`src/rtl/mem_pkg.sv`:
```
// Shared definitions for the data-memory access sequencer.
//   state_t            : sequencer states
//   *_BIT              : bit positions inside the one-hot access-size vector
//                        {memb, memh, lw, membu, memhu}
//   src_illegal()      : access size not one-hot, or a store with an
//                        unsigned load size
//   src_misaligned()   : memh on an odd byte, or lw off a word boundary
package mem_pkg;

  typedef enum logic [2:0] {
    ST_IDLE,
    ST_RD,
    ST_RD_WAIT,
    ST_WR,
    ST_RESP
  } state_t;

  localparam int MEMB_BIT  = 4;
  localparam int MEMH_BIT  = 3;
  localparam int LW_BIT    = 2;
  localparam int MEMBU_BIT = 1;
  localparam int MEMHU_BIT = 0;

  function automatic logic src_illegal(input logic [4:0] src, input logic we);
    logic not_onehot;
    // x & (x-1) clears the lowest set bit; anything left means >1 bit set
    not_onehot = (src == 5'd0) || ((src & (src - 5'd1)) != 5'd0);
    return not_onehot || (we && (src[MEMBU_BIT] || src[MEMHU_BIT]));
  endfunction

  function automatic logic src_misaligned(input logic [4:0] src, input logic [1:0] lo);
    return (src[MEMH_BIT] && lo[0]) || (src[LW_BIT] && (lo != 2'b00));
  endfunction

endpackage

```
`src/rtl/mem_lane_merge.sv`:
```
// Byte-lane merge and load extraction for sub-word accesses.
//   src       in  5   one-hot access size {memb, memh, lw, membu, memhu}
//   lane      in  2   byte address bits [1:0]
//   wdata     in  16  right-aligned store data (only the low halfword is ever merged)
//   rword     in  32  word read from memory
//   merged    out 32  rword with the store byte/halfword inserted on its lane
//   extracted out 32  load result, sign- or zero-extended from the selected lane
// Halfword lanes use lane[1] only, so an odd halfword address lands on the
// naturally aligned halfword.
module mem_lane_merge
  import mem_pkg::*;
(
  input  logic [4:0]  src,
  input  logic [1:0]  lane,
  input  logic [15:0] wdata,
  input  logic [31:0] rword,
  output logic [31:0] merged,
  output logic [31:0] extracted
);

  logic [7:0]  rbyte;
  logic [15:0] rhalf;

  always_comb begin
    case (lane)
      2'd0:    rbyte = rword[7:0];
      2'd1:    rbyte = rword[15:8];
      2'd2:    rbyte = rword[23:16];
      default: rbyte = rword[31:24];
    endcase
    rhalf = lane[1] ? rword[31:16] : rword[15:0];

    merged = rword;
    if (src[MEMB_BIT]) begin
      case (lane)
        2'd0:    merged[7:0]   = wdata[7:0];
        2'd1:    merged[15:8]  = wdata[7:0];
        2'd2:    merged[23:16] = wdata[7:0];
        default: merged[31:24] = wdata[7:0];
      endcase
    end else if (src[MEMH_BIT]) begin
      if (lane[1]) merged[31:16] = wdata;
      else         merged[15:0]  = wdata;
    end

    extracted = rword;
    if (src[MEMB_BIT])       extracted = {{24{rbyte[7]}}, rbyte};
    else if (src[MEMBU_BIT]) extracted = {24'd0, rbyte};
    else if (src[MEMH_BIT])  extracted = {{16{rhalf[15]}}, rhalf};
    else if (src[MEMHU_BIT]) extracted = {16'd0, rhalf};
  end

endmodule

```
`src/rtl/mem_rmw_ctrl.sv`:
```
// Data-memory access sequencer: full-word stores go straight out, sub-word
// stores run as read-modify-write, loads are word reads returned
// lane-extracted. The pipeline is held off through busy for the whole access.
//   clk, rst_n                      clock, asynchronous active-low reset
//   req_valid/req_ready             request handshake from the pipeline
//   req_src/req_we/req_addr/req_wdata  access size (one-hot), store flag,
//                                   byte address, right-aligned store data
//   rsp_valid/rsp_rdata/rsp_err     one-cycle completion pulse, load data, error
//   busy                            high in every state except IDLE
//   mem_req/mem_we/mem_addr/mem_wdata  request to the word-wide memory
//   mem_gnt/mem_rvalid/mem_rdata    grant, read-data valid, read data
// Build option: define MEM_RMW_MISALIGN_TRAP_EN to reject misaligned memh/lw
// with rsp_err instead of silently aligning them.
module mem_rmw_ctrl
  import mem_pkg::*;
#(
  parameter int ADDR_W   = 32,
  parameter int WAIT_MAX = 15
) (
  input  logic              clk,
  input  logic              rst_n,
  input  logic              req_valid,
  output logic              req_ready,
  input  logic [4:0]        req_src,
  input  logic              req_we,
  input  logic [31:0]       req_addr,
  input  logic [31:0]       req_wdata,
  output logic              rsp_valid,
  output logic [31:0]       rsp_rdata,
  output logic              rsp_err,
  output logic              busy,
  output logic              mem_req,
  output logic              mem_we,
  output logic [ADDR_W-1:0] mem_addr,
  output logic [31:0]       mem_wdata,
  input  logic              mem_gnt,
  input  logic              mem_rvalid,
  input  logic [31:0]       mem_rdata
);

  localparam int CNT_W = $clog2(WAIT_MAX + 1);
  // Last cycle of the wait window: counter runs 0 .. WAIT_MAX-1
  localparam logic [CNT_W-1:0] WAIT_LAST = CNT_W'(WAIT_MAX - 1);

  state_t           state;
  logic [4:0]       lat_src;
  logic             lat_we;
  logic [1:0]       lat_lo;
  logic [15:0]      lat_wdata;
  logic [CNT_W-1:0] wait_cnt;

  logic              accept;
  logic              illegal_req;
  logic [ADDR_W+1:0] addr_ext;
  logic [31:0]       merged_word;
  logic [31:0]       load_word;

  assign accept   = req_valid && req_ready;
  // Zero-extend so the word-address slice is legal for any ADDR_W
  assign addr_ext = (ADDR_W + 2)'(req_addr);

  always_comb begin
    illegal_req = src_illegal(req_src, req_we);
`ifdef MEM_RMW_MISALIGN_TRAP_EN
    illegal_req = illegal_req || src_misaligned(req_src, req_addr[1:0]);
`endif
  end

  mem_lane_merge u_merge (
    .src       (lat_src),
    .lane      (lat_lo),
    .wdata     (lat_wdata),
    .rword     (mem_rdata),
    .merged    (merged_word),
    .extracted (load_word)
  );

  always_ff @(posedge clk or negedge rst_n) begin
    if (!rst_n) begin
      state     <= ST_IDLE;
      lat_src   <= '0;
      lat_we    <= 1'b0;
      lat_lo    <= '0;
      lat_wdata <= '0;
      wait_cnt  <= '0;
      req_ready <= 1'b1;
      rsp_valid <= 1'b0;
      rsp_rdata <= '0;
      rsp_err   <= 1'b0;
      busy      <= 1'b0;
      mem_req   <= 1'b0;
      mem_we    <= 1'b0;
      mem_addr  <= '0;
      mem_wdata <= '0;
    end else begin
      case (state)
        ST_IDLE: begin
          if (accept) begin
            lat_src   <= req_src;
            lat_we    <= req_we;
            lat_lo    <= req_addr[1:0];
            lat_wdata <= req_wdata[15:0];
            mem_addr  <= addr_ext[ADDR_W+1:2];
            req_ready <= 1'b0;
            busy      <= 1'b1;
            if (illegal_req) begin
              rsp_valid <= 1'b1;
              rsp_err   <= 1'b1;
              rsp_rdata <= '0;
              state     <= ST_RESP;
            end else if (req_we && req_src[LW_BIT]) begin
              mem_req   <= 1'b1;
              mem_we    <= 1'b1;
              mem_wdata <= req_wdata;
              state     <= ST_WR;
            end else begin
              mem_req <= 1'b1;
              mem_we  <= 1'b0;
              state   <= ST_RD;
            end
          end
        end

        ST_RD: begin
          if (mem_gnt) begin
            mem_req  <= 1'b0;
            wait_cnt <= '0;
            state    <= ST_RD_WAIT;
          end
        end

        ST_RD_WAIT: begin
          if (mem_rvalid) begin
            if (lat_we) begin
              mem_wdata <= merged_word;
              mem_req   <= 1'b1;
              mem_we    <= 1'b1;
              state     <= ST_WR;
            end else begin
              rsp_rdata <= load_word;
              rsp_valid <= 1'b1;
              state     <= ST_RESP;
            end
          end else if (wait_cnt == WAIT_LAST) begin
            // Memory never answered: abandon, report, and skip any write-back
            rsp_rdata <= '0;
            rsp_err   <= 1'b1;
            rsp_valid <= 1'b1;
            state     <= ST_RESP;
          end else begin
            wait_cnt <= wait_cnt + 1'b1;
          end
        end

        ST_WR: begin
          if (mem_gnt) begin
            mem_req   <= 1'b0;
            mem_we    <= 1'b0;
            rsp_rdata <= '0;
            rsp_valid <= 1'b1;
            state     <= ST_RESP;
          end
        end

        ST_RESP: begin
          rsp_valid <= 1'b0;
          rsp_err   <= 1'b0;
          rsp_rdata <= '0;
          busy      <= 1'b0;
          req_ready <= 1'b1;
          state     <= ST_IDLE;
        end

        default: state <= ST_IDLE;
      endcase
    end
  end

endmodule

```
`config.mk`:
```
export PLATFORM = sky130hd
export DESIGN_NAME = mem_rmw_ctrl
export DESIGN_NICKNAME = d
export VERILOG_FILES = /design/src/rtl/mem_pkg.sv /design/src/rtl/mem_lane_merge.sv /design/src/rtl/mem_rmw_ctrl.sv
export SDC_FILE = /design/constraint.sdc
export NUM_CORES = 1
export LEC_CHECK = 0
export ABC_AREA = 1
export BUFFER_PORTS_ARGS = -buffer_cell sky130_fd_sc_hd__buf_2
export CAP_MARGIN = 10
export CORE_MARGIN = 4
export CORE_UTILIZATION = 35
export CTS_BUF_LIST = sky130_fd_sc_hd__clkbuf_8 sky130_fd_sc_hd__clkbuf_16
export CTS_CLUSTER_SIZE = 30
export DETAILED_ROUTE_END_ITERATION = 6
export PLACE_DENSITY_LB_ADDON = 0.25
export SETUP_SLACK_MARGIN = 0.1
export SYNTH_ARGS = -nofsm -noshare
export SYNTH_HDL_FRONTEND = slang
export SYNTH_SLANG_ARGS = --single-unit
```
`constraint.sdc`:
```
create_clock -name clk -period 1.9 [get_ports clk]
set_input_delay 0.095 -clock clk [delete_from_list [all_inputs] [get_ports clk]]
set_output_delay 0.095 -clock clk [all_outputs]
set_load 0.005 [all_outputs]
```
==> qor.yml, run 1 <==
outcome: "finished, final reports clean"
wl_um: 28870
p_int_uw: 9071
clock_sink_count: 130
clk_pin_slew_ns: 0.06
gr-usage-all-layers_pct: 22.78
hp-start: "req_wdata[29]"
final_cell_mix: "572 x nand2_1, 205 x buf_2, 190 x nand3_1"
endpoint: "rsp_rdata[9]$_DFFE_PN0P_"
clock-skew-final_ns: 0.01487
area_growth_pct: 34.03
drive_gt1_share_pct: 22.16
tightestPinTransition_ns: 0.5778
regToRegSetupSlack_ns: 0.16
fin_setup_tns_ns: 0
die_w_um: 158.5
final_cells: 1742
antenna_found_initial: 0
timing.rr.end: "rsp_rdata[9]$_DFFE_PN0P_"
synth_cell_types: 28
pwr-share-clk_pct: 20.1
dp.cells: 1646
rows: 54
grt_pass1_wl_um: 45080
max_slew_margin_pct: 61.48
diodes: 0
dp_hpwl_um: 20470
route.antenna.remaining_nets: 0
power_density_nw_per_um2: 1583
netSwitchingFraction_pct: 46.02
p_sw_uw: 7735
clock.fmax_mhz: 576.1
gp_congestion: 0.9149
h-tree-depth: 4
rsz0062_at_grt: "no"
syn_area_per_cell_um2: 6.602
dr.pass1.iters: 5
max_cap_violations: 0
required_ns: 2.20
p_seq_share_pct: 27.7
ir_drop_v: 0.0007034
final_util_pct: 48.21
cts_buffers: 17
setup_viol: 0
grt_pass1_vias: 8307
io_pins: 209
comb_power_share_pct: 52.2
nFillCells: 2213
routedWlPerCell_um: 16.57
r2r-start: "state[2]$_DFFE_PN0P_"
ys_warn_count: 0
clkLatencyLatePin_ns: 0.43
synth-seq-cells: 130
slew_viol_final: 0
start_kind: "flop"
drc: 0
path_max_fanout: 8
clockBufferDepth: 2
grt_max_degree: 56
cp-startpoint: "state[2]$_DFFE_PN0P_"
p_leak_uw: 0.006000
coreArea_um2: 22030
ff2ff_path_depth: 12
grt_overflow: 0
endpoint_kind: "flop"
crit_type: "flop to flop"
initial_core_util_pct: 35.97
root_buffer: "clkbuf_16"
cts_tree: "yes"
final_common_cell: "nand2_1"
die_h_um: 158.5
yosysSeqAreaShare_pct: 41.08
port_buffers: 206
finalHoldViolCount: 0
nets: 1558
min_path_cells: 5
crit_arrival_ns: 2.04
netlist_instances: 1200
drt_iter0_markers: 663
hp-class: "primary input to flop"
die_area_um2: 25110
fin_crit_sh_pct: 91.36
avgViaCountPerCell: 5.053
layout_min_cycle_time_ns: 1.736
vias: 8803
fin_hold_ws_ns: 0.01565
syn-cell-area_um2: 7923
==> registers in the layout (all words and copies together), names as in the netlist <==
signal,count
mem_addr,30
busy,1
rsp_err,1
rsp_valid,1
lat_wdata,16
wait_cnt,4
state,3
mem_wdata,32
rsp_rdata,32
lat_src,4
lat_lo,2
mem_req,1
req_ready,1
lat_we,1
mem_we,1
==> power groups by stage <==
stage / Combinational (uW) / Sequential, uW / Clock [uW]
final: 8770 / 4650 / 3380
after detailed placement: 8130 / 4640 / 0
after global routing: 9810 / 4780 / 3570
after global placement: 8030 / 4660 / 0
after CTS: 8230 / 4630 / 3440
after floorplan: 5430 / 4490 / 0
==> area by class of cell <==
class	instances	area [um2]	area share (%)
Timing Repair Buffer	305	2091	19.69
Sequential cell	130	3258	30.68
Multi-Input combinational cell	938	4098	38.59
Clock inverter	15	172.7	1.626
Inverter	57	224.0	2.109
Clock buffer	17	425.4	4.006
Tap cell	280	350.3	3.299
==> layer usage <==
layer	wire length (um)	GRT usage [%]	vias to the layer above
met3	2259	5.056	37
met1	12980	31.84	4053
met4	540	6.661	0
li1	-	-	4336
met2	13090	35.56	377
met5	0	0	-
==> repair_timing <==
action                                 4_1_cts  5_1_grt
setup endpoints to repair                    2       68
gates cloned                                 0        3
endpoints found under the hold margin      106        0
gates resized for setup                      1       19
buffers inserted                             0        4
pin swaps                                    0        2
hold buffers                                57        0
==> worst max-delay path: stages (launching register included) <==
cell and delay (ns):
dfrtp_1 0.42, inv_2 0.08, nand2_2 0.06, nor2_4 0.22, nand2_4 0.10, inv_6 0.09
nand2_2 0.08, nand2_2 0.12, nor2_4 0.05, buf_12 0.13, clkbuf_16 0.16, nand2_1 0.05
nand2_1 0.05
==> cell families after synthesis <==
logic type	Yosys count	share of synthesized area, %
simple gates	876	47.03
buf+inv	133	7.675
other cells	1	0.04733
xor+xnor	1	0.1106
compound gates	57	3.743
fa+ha+maj	2	0.3158
flops	130	41.08
==> through the flow <==
| step | power (uW) | setup WS, ns | area (um2) |
|---|---|---|---|
| 2_1_floorplan | 9918 | 0.3649 | 7926 |
| 3_3_place_gp | 12690 | 0.1648 | 9295 |
| 3_5_place_dp | 12770 | 0.1135 | 9295 |
| 4_1_cts | 16300 | 0.1381 | 10470 |
| 5_1_grt | 18160 | 0.07799 | 10620 |
| 6_report | 16810 | 0.1641 | 10620 |
==> synth_stat cells <==
library cell / n / area share, %
o21ai_0: 20 / 1.3
nor2_1: 49 / 2.3
inv_2: 7 / 0.33
nand4_1: 34 / 2.7
o211ai_1: 3 / 0.28
nand3_2: 4 / 0.51
nor2_4: 4 / 0.57
ha_1: 2 / 0.32
clkbuf_1: 19 / 0.90
or2_2: 1 / 0.079
o21ai_2: 1 / 0.11
nand2_1: 576 / 27
buf_4: 8 / 0.76
inv_1: 50 / 2.4
nand3_1: 191 / 12
nand2_4: 3 / 0.43
nor2_2: 5 / 0.39
nand2_2: 7 / 0.55
conb_1: 1 / 0.047
nor3_1: 1 / 0.063
a21oi_1: 33 / 2.1
dfstp_2: 1 / 0.33
buf_1: 6 / 0.28
or2_1: 1 / 0.079
xor2_1: 1 / 0.11
buf_2: 39 / 2.5
buf_6: 4 / 0.57
dfrtp_1: 129 / 41
==> how the worst min path moves through the flow <==
stage                           endpoint  slack, ns
2_1_floorplan           busy$_DFFE_PN0P_      -0.20
3_3_place_gp   rsp_rdata[14]$_DFFE_PN0P_        0.1
3_5_place_dp   rsp_rdata[14]$_DFFE_PN0P_       0.11
4_1_cts        mem_wdata[18]$_DFFE_PN0P_      0.001
5_1_grt        mem_wdata[18]$_DFFE_PN0P_       0.01
6_report       mem_wdata[29]$_DFFE_PN0P_       0.02
No activity file was read; power rests on OpenSTA's default activity.
==> run 2, diff against run 1 <==
Settings changed: CORE_UTILIZATION 35 to 54.
==> run 2 against run 1 <==
Net effect: global-route usage grew 9.4 points; setup slack worse by 0.058 ns; sequential power about the same; register-to-register slack got worse by 0.02 ns; via count up 3.6%; clock power is 9.2% lower; die area shrank 34%; flip-flop and latch count stayed put; cell count decreased by 5.6%; sequential share of layout area is 0.49 points higher; critical path type is now primary input to flop; critical endpoint is now rsp_rdata[23]$_DFFE_PN0P_.
==> qor.yml, run 2 (synthesis gave the netlist of run 1 again) <==
outcome: "finished, final reports clean"
p_int_uw: 8982  # -0.98%
max_cap_violations: 0  # unchanged
path_max_fanout: 13  # +5
hp-class: "primary input to flop"
tightestPinTransition_ns: 0.8098  # +0.2320 ns
initial_core_util_pct: 54.72  # +19 points
endpoint_kind: "flop"
clk_pin_slew_ns: 0.06  # about the same
gp_congestion: 0.9594  # +4.9%
nFillCells: 1178  # -47%
clkLatencyLatePin_ns: 0.42  # about the same
die_w_um: 129.1  # -19%
grt_pass1_vias: 8436  # +1.6%
layout_min_cycle_time_ns: 1.794  # +0.05762 ns
netSwitchingFraction_pct: 45.86  # -0.16 points
comb_power_share_pct: 53.3  # +1.1 points
p_total_uw: 16590  # -1.3%
die_h_um: 129.1  # -19%
crit_type: "primary input to flop"
hp-start: "req_wdata[20]"
grt_max_degree: 49  # -13%
coreArea_um2: 14480  # -34%
rsz0062_at_grt: "no"
die_area_um2: 16670  # -34%
placed_area_um2: 9102  # -2.1%
p_sw_uw: 7609  # -1.6%
io_pins: 209  # unchanged
wl_um: 27220  # -5.7%
finalHoldViolCount: 0  # unchanged
antenna_found_initial: 0  # unchanged
reg.largest.list: "mem_wdata: 32 flops, rsp_rdata: 32 flops, mem_addr: 30 flops"
grt_overflow: 0  # unchanged
fin_setup_tns_ns: 0  # unchanged
vias: 9124  # +3.6%
power_density_nw_per_um2: 1586  # +0.22%
final_cell_mix: "570 x nand2_1, 205 x buf_2, 190 x nand3_1"
dp_hpwl_um: 18450  # -9.9%
ir_drop_v: 0.0008518  # +21%
multi_input_area_um2: 4123  # +0.61%
rows: 44  # -19%
p_seq_share_pct: 28.2  # +0.5 points
dr.pass1.iters: 6  # +1
required_ns: 2.20  # about the same
nets: 1558  # unchanged
area.sequential_um2: 3261  # about the same
p_leak_uw: 0.006000  # about the same
slew_viol_final: 0  # unchanged
h-tree-depth: 4  # unchanged
drc: 0  # unchanged
area_growth_pct: 32.03
clock-skew-final_ns: 0.007145  # -0.007730 ns
cts_tree: "yes"
root_buffer: "clkbuf_16"
routedWlPerCell_um: 16.55  # -0.16%
max_slew_margin_pct: 46.01  # -15 points
clock.fmax_mhz: 557.6  # -3.2%
cts_buffers: 17  # unchanged
avgViaCountPerCell: 5.547  # +9.8%
clockBufferDepth: 2  # unchanged
drt_iter0_markers: 931  # +40%
route.antenna.remaining_nets: 0  # unchanged
gr-usage-all-layers_pct: 32.21  # +9.4 points
start_kind: "primary input"
diodes: 0  # unchanged
fin_area_um2: 10460  # -1.5%
grt_pass1_wl_um: 42520  # -5.7%
fin_crit_sh_pct: 94.39  # +3.0 points
pwr-share-clk_pct: 18.5  # -1.6 points
crit_arrival_ns: 2.10  # +0.06 ns
r2r-start: "state[2]$_DFFE_PN0P_"
final_common_cell: "nand2_1"
port_buffers: 206  # unchanged
setup_viol: 0  # unchanged
clock_sink_count: 130  # unchanged
drive_gt1_share_pct: 22.38  # +0.22 points
cp-startpoint: "req_src[3]"
run 2: changes by cell type in the layout (fill, tap and decap cells not counted), moves of 3 or more:
cell,previous run,this run
inv_1,48,51
clkinv_2,0,4
buf_6,3,6
inv_6,6,1
run 2: metal layers:
layer	global-route usage, %	share of wire (%)	wire length [um]
met5	0	0	0
met4	13.34	3.4	924
met3	7.420	10	2754
met2	50.46	46	12500
met1	43.28	41	11040
run 2: path summary, 6_finish.rpt:
path                                                   to  slack [ns]  cells past startpoint
worst max-delay path            rsp_rdata[23]$_DFFE_PN0P_        0.11                     12
worst min-delay path            mem_wdata[20]$_DFFE_PN0P_        0.02                      5
worst max register to register  rsp_rdata[23]$_DFFE_PN0P_        0.14                     12
worst min register to register   mem_addr[22]$_DFFE_PN0P_        0.47                      2
max in group asynchronous           req_ready$_DFFE_PN1P_        1.03                      3
min in group asynchronous        mem_wdata[6]$_DFFE_PN0P_        0.18                      2
run 2: area by class of cell:
cell class	count	area share [%]
clock buffer	19	4.330
clock inverter	12	0.8971
inverter	57	2.177
multi-input combinational	938	39.41
sequential	130	31.17
tap	184	2.201
timing repair buffer	305	19.81
run 2: repair_timing:
item                                   CTS  global route
endpoints found under the hold margin   99             0
gates cloned                             0             2
buffers inserted                         1             9
pin swaps                                1             2
resized for setup                        3            32
hold buffers                            55             0
setup endpoints to repair               15            74
run 2: power groups by stage:
stage	Clock, uW	Sequential [uW]	Combinational (uW)
6_report	3070	4680	8840
5_1_grt	3230	4770	9770
4_1_cts	3110	4620	8000
2_1_floorplan	0	4490	5430
3_5_place_dp	0	4610	7870
3_3_place_gp	0	4630	7700
run 2: per-stage QoR:
step                cells  util [%]  hold slack [ns]  setup slack (ns)
finish               1645     72.24          0.01551            0.1065
global placement     1547     62.87          0.05861            0.1256
floorplan            1201         -          -0.2006            0.3649
detailed placement   1547     62.87          0.06244           0.08731
CTS                  1634     70.64         0.001416           0.09788
global route         1645     72.24          0.02685           0.06689
run 2: worst max-delay path: stages:
cell and delay [ns]:
dlygate4sd3_1 0.54, buf_2 0.15, nor2_1 0.22, nand2_1 0.12, a21oi_2 0.21, nand3_2 0.17, nand2_4 0.13, nor2_4 0.05
buf_12 0.14, clkbuf_16 0.17, nand2_1 0.06, nand2_1 0.05
==> run 3, diff against run 2 <==
Settings changed: MAX_ROUTING_LAYER set to met4, PLACE_DENSITY_LB_ADDON 0.25 to 0.12.
==> run 3 against run 2 <==
Net effect: setup slack gained 0.072 ns; die area unchanged; global-route usage up 2.6 points; highest routed layer unchanged; clock power is 2% higher; first-iteration DRC count up 13%.
==> qor.yml, run 3 (synthesis gave the netlist of run 1 again) <==
grt_overflow: 0  # unchanged
cpMaxStageDelayCell: "dfrtp_1"
fin_hold_ws_ns: 0.006191  # -0.009315 ns
p_sw_uw: 7699  # +1.2%
pre_cts_ws_ns: 0.1618  # +0.07447 ns
vias: 9130  # +0.066%
avgViaCountPerCell: 5.570  # +0.43%
fin_setup_tns_ns: 0  # unchanged
drt_iter0_markers: 1050  # +13%
grt_pass1_wl_um: 44550  # +4.8%
grt_max_degree: 61  # +24%
die_h_um: 129.1  # unchanged
die_w_um: 129.1  # unchanged
nets: 1552  # -0.39%
pwr-share-clk_pct: 19.0  # +0.5 points
clockBufferDepth: 2  # unchanged
reg.largest.list: "mem_wdata: 32 flops, rsp_rdata: 32 flops, mem_addr: 30 flops"
finalHoldViolCount: 0  # unchanged
coreArea_um2: 14480  # unchanged
area_growth_pct: 30.81
rows: 44  # unchanged
clk_pin_slew_ns: 0.06  # about the same
wl_um: 28080  # +3.2%
route.antenna.remaining_nets: 0  # unchanged
outcome: "finished, final reports clean"
tightestPinTransition_ns: 0.5729  # -0.2369 ns
cts_tree: "yes"
hp-class: "primary input to flop"
drc: 0  # unchanged
diodes: 0  # unchanged
gr-usage-all-layers_pct: 34.82  # +2.6 points
antenna_found_initial: 0  # unchanged
cpPeakStageDelay_ns: 0.43  # -0.11 ns
start_kind: "flop"
cts_setup_buffers: 0  # -1
p_seq_share_pct: 28.5  # +0.3 points
gp_congestion: 1.012  # +5.5%
final_cell_mix: "574 x nand2_1, 205 x buf_2, 191 x nand3_1"
crit_type: "flop to flop"
cts_buffers: 17  # unchanged
initial_core_util_pct: 54.72  # unchanged
port_buffers: 206  # unchanged
grt_pass1_vias: 8453  # +0.20%
netSwitchingFraction_pct: 46.83  # +0.97 points
clock_sink_count: 130  # unchanged
crit_arrival_ns: 2.08  # -0.02 ns
layout_min_cycle_time_ns: 1.722  # -0.07154 ns
root_buffer: "clkbuf_16"
p_int_uw: 8742  # -2.7%
path_max_fanout: 16  # +3
h-tree-depth: 4  # unchanged
setup_viol: 0  # unchanged
p_leak_uw: 0.005950  # -0.84%
final_common_cell: "nand2_1"
fin_ws_ns: 0.1780  # +0.07154 ns
comb_power_share_pct: 52.5  # -0.8 points
fin_crit_sh_pct: 90.63  # -3.8 points
die_area_um2: 16670  # unchanged
slew_viol_final: 0  # unchanged
clock.fmax_mhz: 580.7  # +4.2%
ir_drop_v: 0.001051  # +23%
endpoint_kind: "flop"
required_ns: 2.26  # +0.06 ns
io_pins: 209  # unchanged
max_slew_margin_pct: 61.75  # +16 points
cp_cell_sequence: "inv_2 > buf_4 > nand2_4 > inv_2 > nand3_1 > nand2_2 > nor2_4 > clkbuf_16 > nand2_1 > nand2_1"
final_util_pct: 71.58  # -0.67 points
dr.pass1.iters: 6  # unchanged
rsz0062_at_grt: "no"
routedWlPerCell_um: 17.13  # +3.6%
power_density_nw_per_um2: 1586  # about the same
max_cap_violations: 0  # unchanged
dp_hpwl_um: 18950  # +2.7%
final_cells: 1639  # -0.36%
dp.cells: 1550  # +0.19%
clock-skew-final_ns: 0.008094  # +0.0009484 ns
clkLatencyLatePin_ns: 0.42  # about the same
drive_gt1_share_pct: 21.44  # -0.94 points
run 3: cell count changes in the layout (fill, tap and decap cells not counted), sizes merged:
| cell | delta |
|---|---|
| clkbuf | -2 |
| dlygate4sd3 | +2 |
| buf | -7 |
| clkinv | +1 |
run 3: stage by stage:
stage | power (uW) | area, um2
floorplan | 9918 | 7926
global placement | 12680 | 9188
detailed placement | 12780 | 9188
CTS | 16030 | 10310
global route | 17610 | 10360
finish | 16440 | 10360
run 3: power groups by stage:
stage	Combinational, uW	Clock, uW	Sequential (uW)
floorplan	5430	0	4490
global placement	8060	0	4620
detailed placement	8170	0	4610
CTS	8280	3130	4610
global route	9560	3270	4780
finish	8640	3120	4680
run 3: path summary, 6_finish.rpt:
| check | from | endpoint | slack [ns] | cells past startpoint |
|---|---|---|---|---|
| setup / recovery | state[2]$_DFFE_PN0P_ | rsp_rdata[6]$_DFFE_PN0P_ | 0.18 | 10 |
| hold / removal | req_wdata[16] | mem_wdata[16]$_DFFE_PN0P_ | 0.006 | 5 |
| setup reg to reg | state[2]$_DFFE_PN0P_ | rsp_rdata[6]$_DFFE_PN0P_ | 0.18 | 10 |
| hold reg to reg | rsp_rdata[28]$_DFFE_PN0P_ | rsp_rdata[28]$_DFFE_PN0P_ | 0.47 | 2 |
| max in group asynchronous | rst_n | mem_wdata[1]$_DFFE_PN0P_ | 1.05 | 3 |
| min in group asynchronous | rst_n | rsp_rdata[31]$_DFFE_PN0P_ | 0.14 | 2 |
run 3: final cells by class:
cell class              instances  area, um2
clock buffers                  18      439.2
clock inverters                13      115.1
fillers                      1194       4115
inverters                      57      216.5
multi-input cells             938       4084
flip-flops and latches        130       3258
well taps                     184      230.2
repair buffers                299       2021
run 3: repair_timing:
item | CTS | global route
endpoints found under the setup margin | 0 | 85
endpoints found under the hold margin | 185 | 0
hold buffers | 57 | 0
resized for setup | 0 | 12
run 3: critical path: cells and delay by family (launching register included):
family / cells / cell delay (ns)
buffers and inverters: 4 / 0.50
flip-flops: 1 / 0.43
AND/OR/NAND/NOR: 6 / 0.73
run 3: layer usage:
| layer | part of all wire [%] | global-route usage (%) | vias to the layer above |
|---|---|---|---|
| met2 | 45 | 52.16 | 542 |
| met3 | 9.8 | 7.172 | 76 |
| li1 | - | - | 4302 |
| met4 | 3.1 | 11.74 | 0 |
| met5 | 0 | - | - |
| met1 | 42 | 47.41 | 4210 |
